`config.mk`:
```
export PLATFORM = sky130hd
export DESIGN_NAME = fan_speed_timer_ctrl
export DESIGN_NICKNAME = d
export VERILOG_FILES = /design/src/rtl/fan_pkg.sv /design/src/rtl/fan_speed_timer_ctrl_tick_gen.sv /design/src/rtl/fan_speed_timer_ctrl.sv
export SDC_FILE = /design/constraint.sdc
export NUM_CORES = 1
export LEC_CHECK = 0
export BUFFER_PORTS_ARGS = -buffer_cell sky130_fd_sc_hd__buf_2
export CORE_UTILIZATION = 60
export CTS_CLUSTER_SIZE = 10
export DETAILED_ROUTE_END_ITERATION = 8
export HOLD_SLACK_MARGIN = 0.05
export PLACE_DENSITY = 0.81
export SKIP_CTS_REPAIR_TIMING = 1
export SYNTH_ARGS = -nofsm -noshare
export SYNTH_HDL_FRONTEND = slang
export SYNTH_SLANG_ARGS = --single-unit
```
`constraint.sdc`:
```
create_clock -name i_clk -period 7.4 [get_ports i_clk]
set_input_delay 0.37 -clock i_clk [delete_from_list [all_inputs] [get_ports i_clk]]
set_output_delay 0.37 -clock i_clk [all_outputs]
set_load 0.01 [all_outputs]
```
`src/rtl/fan_pkg.sv`:
```
`default_nettype none
// ---------------------------------------------------------------------------
// fan_pkg : shared speed encodings and PWM constants for the fan controller
// rev 1.0
// ---------------------------------------------------------------------------
package fan_pkg;

  typedef enum logic [1:0] {
    SPD_OFF  = 2'd0,
    SPD_LOW  = 2'd1,
    SPD_MID  = 2'd2,
    SPD_HIGH = 2'd3
  } speed_t;

  localparam int PWM_PERIOD = 1000;
  localparam int PWM_W      = 10;

  // Speed button sequence: OFF->LOW->MID->HIGH->LOW
  function automatic speed_t next_speed(input speed_t cur);
    case (cur)
      SPD_OFF:  next_speed = SPD_LOW;
      SPD_LOW:  next_speed = SPD_MID;
      SPD_MID:  next_speed = SPD_HIGH;
      default:  next_speed = SPD_LOW;
    endcase
  endfunction

endpackage
`default_nettype wire

```
`src/rtl/fan_speed_timer_ctrl_tick_gen.sv`:
```
`default_nettype none
// ---------------------------------------------------------------------------
// tick_gen : prescaler producing a 1-cycle tick every TICK_DIV enabled clocks
// rev 1.0
// ---------------------------------------------------------------------------
module tick_gen #(
  parameter int TICK_DIV = 100_000_000
) (
  input  logic clk,
  input  logic reset,
  input  logic clr,
  input  logic en,
  output logic tick
);

  localparam int CNT_W = (TICK_DIV > 1) ? $clog2(TICK_DIV) : 1;
  localparam logic [CNT_W-1:0] LAST = CNT_W'(TICK_DIV - 1);

  logic [CNT_W-1:0] count;

  // Tick is the terminal count of an enabled prescaler
  assign tick = en && (count == LAST);

  // Prescaler: clear wins over counting, counts only while enabled
  always_ff @(posedge clk) begin
    if (reset || clr) begin
      count <= '0;
    end else if (en) begin
      count <= (count == LAST) ? '0 : count + 1'b1;
    end
  end

endmodule
`default_nettype wire

```
`src/rtl/fan_speed_timer_ctrl.sv`:
```
`default_nettype none
// ---------------------------------------------------------------------------
// fan_speed_timer_ctrl : speed FSM, PWM counter, auto-off timer, fan drive
// rev 1.0
// ---------------------------------------------------------------------------
module fan_speed_timer_ctrl
  import fan_pkg::*;
#(
  parameter int TICK_DIV   = 100_000_000,
  parameter int TIMER_STEP = 3,
  parameter int TIMER_MAX  = 9
) (
  input  logic             i_clk,
  input  logic             i_reset,
  input  logic             i_btn_speed,
  input  logic             i_btn_timer,
  input  logic             i_btn_off,
  input  logic             i_fan_1,
  input  logic             i_fan_2,
  input  logic             i_fan_3,
  output logic [PWM_W-1:0] o_pwm_counter,
  output logic             o_fan,
  output logic [1:0]       o_speed,
  output logic [3:0]       o_timer_remain
);

  localparam logic [PWM_W-1:0] CNT_LAST  = PWM_W'(PWM_PERIOD - 1);
  localparam logic [3:0]       REM_MAX   = 4'(TIMER_MAX);
  localparam logic [4:0]       REM_STEP  = 5'(TIMER_STEP);

  speed_t           state;
  logic [PWM_W-1:0] counter;
  logic             fan;
  logic [3:0]       remain;

  logic       tick;
  logic       press;
  logic       expire;
  logic       going_off;
  logic       presc_clr;
  logic       timer_en;
  logic [4:0] sum;
  logic [3:0] remain_pressed;

  // A press in OFF is ignored; a press on a tick edge discards the tick
  assign press     = i_btn_timer && (state != SPD_OFF);
  assign expire    = tick && (remain == 4'd1) && !press;
  assign going_off = i_btn_off || expire;
  assign presc_clr = press || going_off;
  assign timer_en  = (remain != 4'd0);

  // Saturating add, with a press at the maximum wrapping to disabled
  always_comb begin
    sum = {1'b0, remain} + REM_STEP;
    if (remain == REM_MAX)
      remain_pressed = 4'd0;
    else if (sum > {1'b0, REM_MAX})
      remain_pressed = REM_MAX;
    else
      remain_pressed = sum[3:0];
  end

  tick_gen #(
    .TICK_DIV (TICK_DIV)
  ) u_tick_gen (
    .clk   (i_clk),
    .reset (i_reset),
    .clr   (presc_clr),
    .en    (timer_en),
    .tick  (tick)
  );

  // Speed FSM, PWM counter, countdown and registered fan drive
  always_ff @(posedge i_clk) begin
    if (i_reset) begin
      state   <= SPD_OFF;
      counter <= '0;
      fan     <= 1'b0;
      remain  <= 4'd0;
    end else begin
      if (going_off) begin
        state  <= SPD_OFF;
        remain <= 4'd0;
      end else begin
        if (i_btn_speed)
          state <= next_speed(state);
        if (press)
          remain <= remain_pressed;
        else if (tick)
          remain <= remain - 4'd1;
      end

      if (going_off || state == SPD_OFF)
        counter <= '0;
      else
        counter <= (counter == CNT_LAST) ? '0 : counter + 1'b1;

      case (state)
        SPD_LOW:  fan <= i_fan_1;
        SPD_MID:  fan <= i_fan_2;
        SPD_HIGH: fan <= i_fan_3;
        default:  fan <= 1'b0;
      endcase
    end
  end

  assign o_pwm_counter  = counter;
  assign o_fan          = fan;
  assign o_speed        = state;
  assign o_timer_remain = remain;

endmodule
`default_nettype wire

```
## After elaboration in Yosys (flattened, before gate mapping)

Cells that the tools add are included.

| storage, ports and cells | value |
|---|---|
| output and inout bits | 17 |
| bits in registers | 44 |
| logic and storage cells | 39 |
| input bits | 8 |

| cells by class | value |
|---|---|
| reductions and logical operators | 15 |
| $add $sub $neg | 4 |
| magnitude comparators | 1 |
| mux-type cells | 7 |
| eq/ne operators | 7 |

Operators with widths:

| cell | count |
|---|---|
| $add 27x1->27 const B | 1 |
| $eq 27x27->1 const B | 1 |
| $mux 27 | 1 |
| $mux 4 | 4 |
| $add 10x1->10 const B | 1 |
| $eq 10x10->1 const B | 1 |
| $add 4x2->5 const B | 1 |
| $gt 5x4->1 const B | 1 |
| $eq 2x2->1 const B | 2 |
| $eq 4x1->1 const B | 1 |
| $eq 4x4->1 const B | 1 |
| $logic_and 1x1->1 | 4 |
| $logic_or 1x1->1 | 4 |
| $pmux 2 s2 | 1 |
| $reduce_bool 2->1 | 2 |
| $reduce_bool 4->1 | 1 |
| $sub 4x1->4 const B | 1 |
| $pmux 1 s3 | 1 |
| $reduce_or 3->1 | 1 |
| $eq 2x1->1 const B | 1 |
| $logic_not 2->1 | 1 |
| $reduce_or 2->1 | 1 |
| $logic_not 1->1 | 1 |

## Logic depth before layout (Yosys ltp)

| depth | value |
|---|---|
| depth in word-level cells | 7 |
| gate-level depth with buffers | 10 |

## By module

Synthesis repeated with hierarchy kept, for this count alone.

| second synthesis, totals | value |
|---|---|
| cells, all modules | 278 |
| area total of the unflattened synthesis | 2424.8 um2 |

By module, submodules not included:

| module | cells each | instances | sequential area each (um2) | area an instance (um2) |
|---|---|---|---|---|
| tick_gen | 152 | 1 | 540.5 | 1298.7 |
| fan_speed_timer_ctrl | 126 | 1 | 340.3 | 1126.1 |

## Worst setup path after synthesis

Ideal clock, no wire load.

| timing path | value |
|---|---|
| path kind | register to register |
| start point | reg remain[0], in the netlist o_timer_remain[0] |
| end point | reg u_tick_gen.count[26] |
| library setup time | 0.071 ns |
| stages on the path, launching flop included | 11 |
| buffers on the path | 3 |
| arrival time | 2.814 ns |
| data required time | 7.329 ns |
| path slack | 4.515 ns |
| cells stage by stage | dfxtp_1 -> inv_1 -> ha_1 -> buf_6 -> nor3b_1 -> or4b_1 -> buf_2 -> or4_1 -> buf_2 -> or4_1 -> a21oi_1 |

| on the way | value |
|---|---|
| cells in the longest elaborated chain, start to end | 7 |

RTL lines:

| what | line | text |
|---|---|---|
| from (decl) | fan_speed_timer_ctrl.sv:34 | `logic [3:0] remain;` |
| from (signal assigned) | fan_speed_timer_ctrl.sv:88 | `remain <= remain_pressed;` |
| from (signal assigned) | fan_speed_timer_ctrl.sv:90 | `remain <= remain - 4'd1;` |
| $reduce_bool 4->1 | fan_speed_timer_ctrl.sv:50 | `assign timer_en = (remain != 4'd0);` |
| $logic_and 1x1->1 | fan_speed_timer_ctrl_tick_gen.sv:22 | `assign tick = en && (count == LAST);` |
| $logic_and 1x1->1 (2 in a row) | fan_speed_timer_ctrl.sv:47 | `assign expire = tick && (remain == 4'd1) && !press;` |
| $logic_or 1x1->1 | fan_speed_timer_ctrl.sv:48 | `assign going_off = i_btn_off \|\| expire;` |
| $logic_or 1x1->1 | fan_speed_timer_ctrl.sv:49 | `assign presc_clr = press \|\| going_off;` |
| $logic_or 1x1->1 | fan_speed_timer_ctrl_tick_gen.sv:26 | `if (reset \|\| clr) begin` |
| to (signal assigned) | fan_speed_timer_ctrl_tick_gen.sv:29 | `count <= (count == LAST) ? '0 : count + 1'b1;` |
| to (decl) | fan_speed_timer_ctrl_tick_gen.sv:19 | `logic [CNT_W-1:0] count;` |

Several ways; a longest one is shown, not always the timed one.
A chain may end at the register's enable or synchronous reset.

## Worst setup path in the final report

Ends and elaborated chain as after synthesis.

==> impl_metrics.toml <==
[detailed_routing]
ant_nets = 0
wl_per_cell_um = 13.8
first_pass_iters = 5
totalWireLength_mm = 4.85
vias_per_cell = 5.92
vias = 2083
drt_iter0_markers = 131
drc = 0

[logic_synthesis]
synth_cell_types = 47
avgSynthCellArea_um2 = 8.34
synth-main-ff-cell = "dfxtp_1"
ys_seq_area_share_pct = 37.3
synthArstFlopShare_pct = 0
syn_area_um2 = 2360
synthCells = 283
yosysWarningCount = 0
synth-edff-count = 0
synth_nets = 300
synth-seq-cells = 44

[cts]
clockBufferDepth = 2
cts_made_buffers = 5
clk_pin_slew_worst_paths_ps = 90
cts_tree = "built"
numClockSinks = 44
root_buffer = "clkbuf_8"
htreeDepth = 2
clock_latency_ps = 300

[cells_and_area]
nets = 320
multi_input_area_um2 = 1380
fin_cells = 352
drive_gt1_share_pct = 12.2
area_growth_pct = 9.86
fillers = 303
antenna_cells = 0
mostFrequentLayoutCell = "dfxtp_1"
fin_util_pct = 69.8
mostFrequentLayoutCells = "44 x dfxtp_1, 43 x nor2_1, 24 x buf_2"
seq_area_um2 = 881

[pwr]
finalPower_mw = 0.417
leakage_nw = 0.841
vdd_drop_max_mv = 0.166
p_per_area_nw_per_um2 = 161

[floorplanning]
start_util_pct = 63.5
die_area_um2 = 4190
die_h_um = 64.7
die_x_um = 64.7
num_rows = 22
num_io_pins = 25
core-area_um2 = 3720

[timing]
timing.final.crit_share_pct = 41.6
clock_skew_ps = 10.1
rsz0062_at_grt = "false"
fin_crit_ps = 3080
tightest_slew_ps = 1070
fin_hold_ws_ps = 255
timing.slew.headroom_pct = 28.2
final_hold_viol_count = 0
setup_tns_ps = 0
slew_viol_final = 0
setup-violations-final = 0
fmax_mhz = 324

[placed_design]
place_congestion = 0.807
port_buffers = 24
dpl.cell_count = 344
hpwlAfterDp_mm = 3.38

[grt]
grt_max_degree = 25
grt_overflow_total = 0
grt_usage_pct = 25.2
grt_pass1_vias = 1870
grt_pass1_wl_mm = 8.29
antenna_found_initial = 0

[setup_path]
worst_setup_path_start_kind = "flop"
critPathRequiredTime_ps = 7630
end_kind = "flop"
arrival_ps = 3310
path_class = "flop to flop"
path_max_fanout = 10

[worst_hold_path]
hp-class = "input pin to flop"

[status]
status = "complete, no violations"

[flow_run]
drv_cap = 0
cells in the mapped netlist (all sizes together) (2+ instances only):
library cell	count	area share [%]
dfxtp	44	37
nor2	43	6.8
xnor2	23	8.5
nand2	20	3.2
nand4	12	3.2
a21oi	11	2.3
inv	11	1.7
or4	11	3.5
clkbuf	9	1.4
ha	9	4.8
nand3	9	1.9
nor3	8	1.7
nor4	8	2.1
o31ai	8	2.8
xor2	6	2.2
nor4bb	5	2.1
a21o	4	1.3
buf	4	1.1
a31oi	3	0.79
and2	3	0.79
o21ai	3	0.64
and3	2	0.53
and4	2	0.74
nand3b	2	0.64
nor2b	2	0.53
or2	2	0.53
or3	2	0.53
worst paths after layout:
kind                                       start  slack [ps]  cells after the start                                 to
setup reg to reg  o_timer_remain[0]$_SDFFE_PP0P_        4320                      7  u_tick_gen.count[26]$_SDFFE_PP0N_
setup / recovery  o_timer_remain[0]$_SDFFE_PP0P_        4320                      7  u_tick_gen.count[26]$_SDFFE_PP0N_
hold / removal                           i_reset         250                      2                   o_fan$_SDFF_PP0_
hold reg to reg      o_pwm_counter[0]$_SDFF_PP0_         470                      1        o_pwm_counter[0]$_SDFF_PP0_
through the flow:
stage / area, um^2 / worst slack, ps
after floorplan: 2360 / 4510
after detailed placement: 2500 / 4330
final: 2590 / 4320
after CTS: 2590 / 4320
after global placement: 2500 / 4490
after global routing: 2590 / 4160
sequential cells by signal, summed over array words and instances (netlist names):
| signal | flops |
|---|---|
| u_tick_gen.count | 27 |
| o_fan | 1 |
| o_speed | 2 |
| o_pwm_counter | 10 |
| o_timer_remain | 4 |
report_power, final:
group          switching [mW]  leakage, nW  internal (mW)
clock                  0.0838       0.0434         0.0756
combinational          0.0122        0.443        0.00727
sequential            0.00120        0.355          0.237
total                  0.0972        0.841          0.320
worst max-delay path, cell delays in order, from the launching register on:
cell	delay, ps
dfxtp_1	470
inv_1	110
ha_1	330
nor3b_1	210
or4b_1	710
or4_1	550
or4_1	490
a21oi_1	150
metal layers:
metal  up-vias  global-route usage (%)  part of all wire (%)
met3        10                    5.28                   3.3
met1       983                    33.2                    50
met2        35                    40.8                    45
met5         -                       0                     0
li1       1055                       -                     -
met4         0                    8.33                   1.6
area by class of cell:
type | instances | area share [%]
multi-input combinational | 215 | 53.2
sequential | 44 | 34.0
timing repair buffer | 26 | 5.21
clock buffer | 6 | 3.18
tap | 48 | 2.32
inverter | 11 | 1.59
clock inverter | 2 | 0.579
cell families after synthesis:
logic type | share of synthesized area (%)
simple gates | 31.4
flops | 37.3
compound gates | 11.1
xor+xnor | 10.8
buf+inv | 4.29
fa+ha+maj | 4.77
mux | 0.424
(Power assumes the default switching activity.)
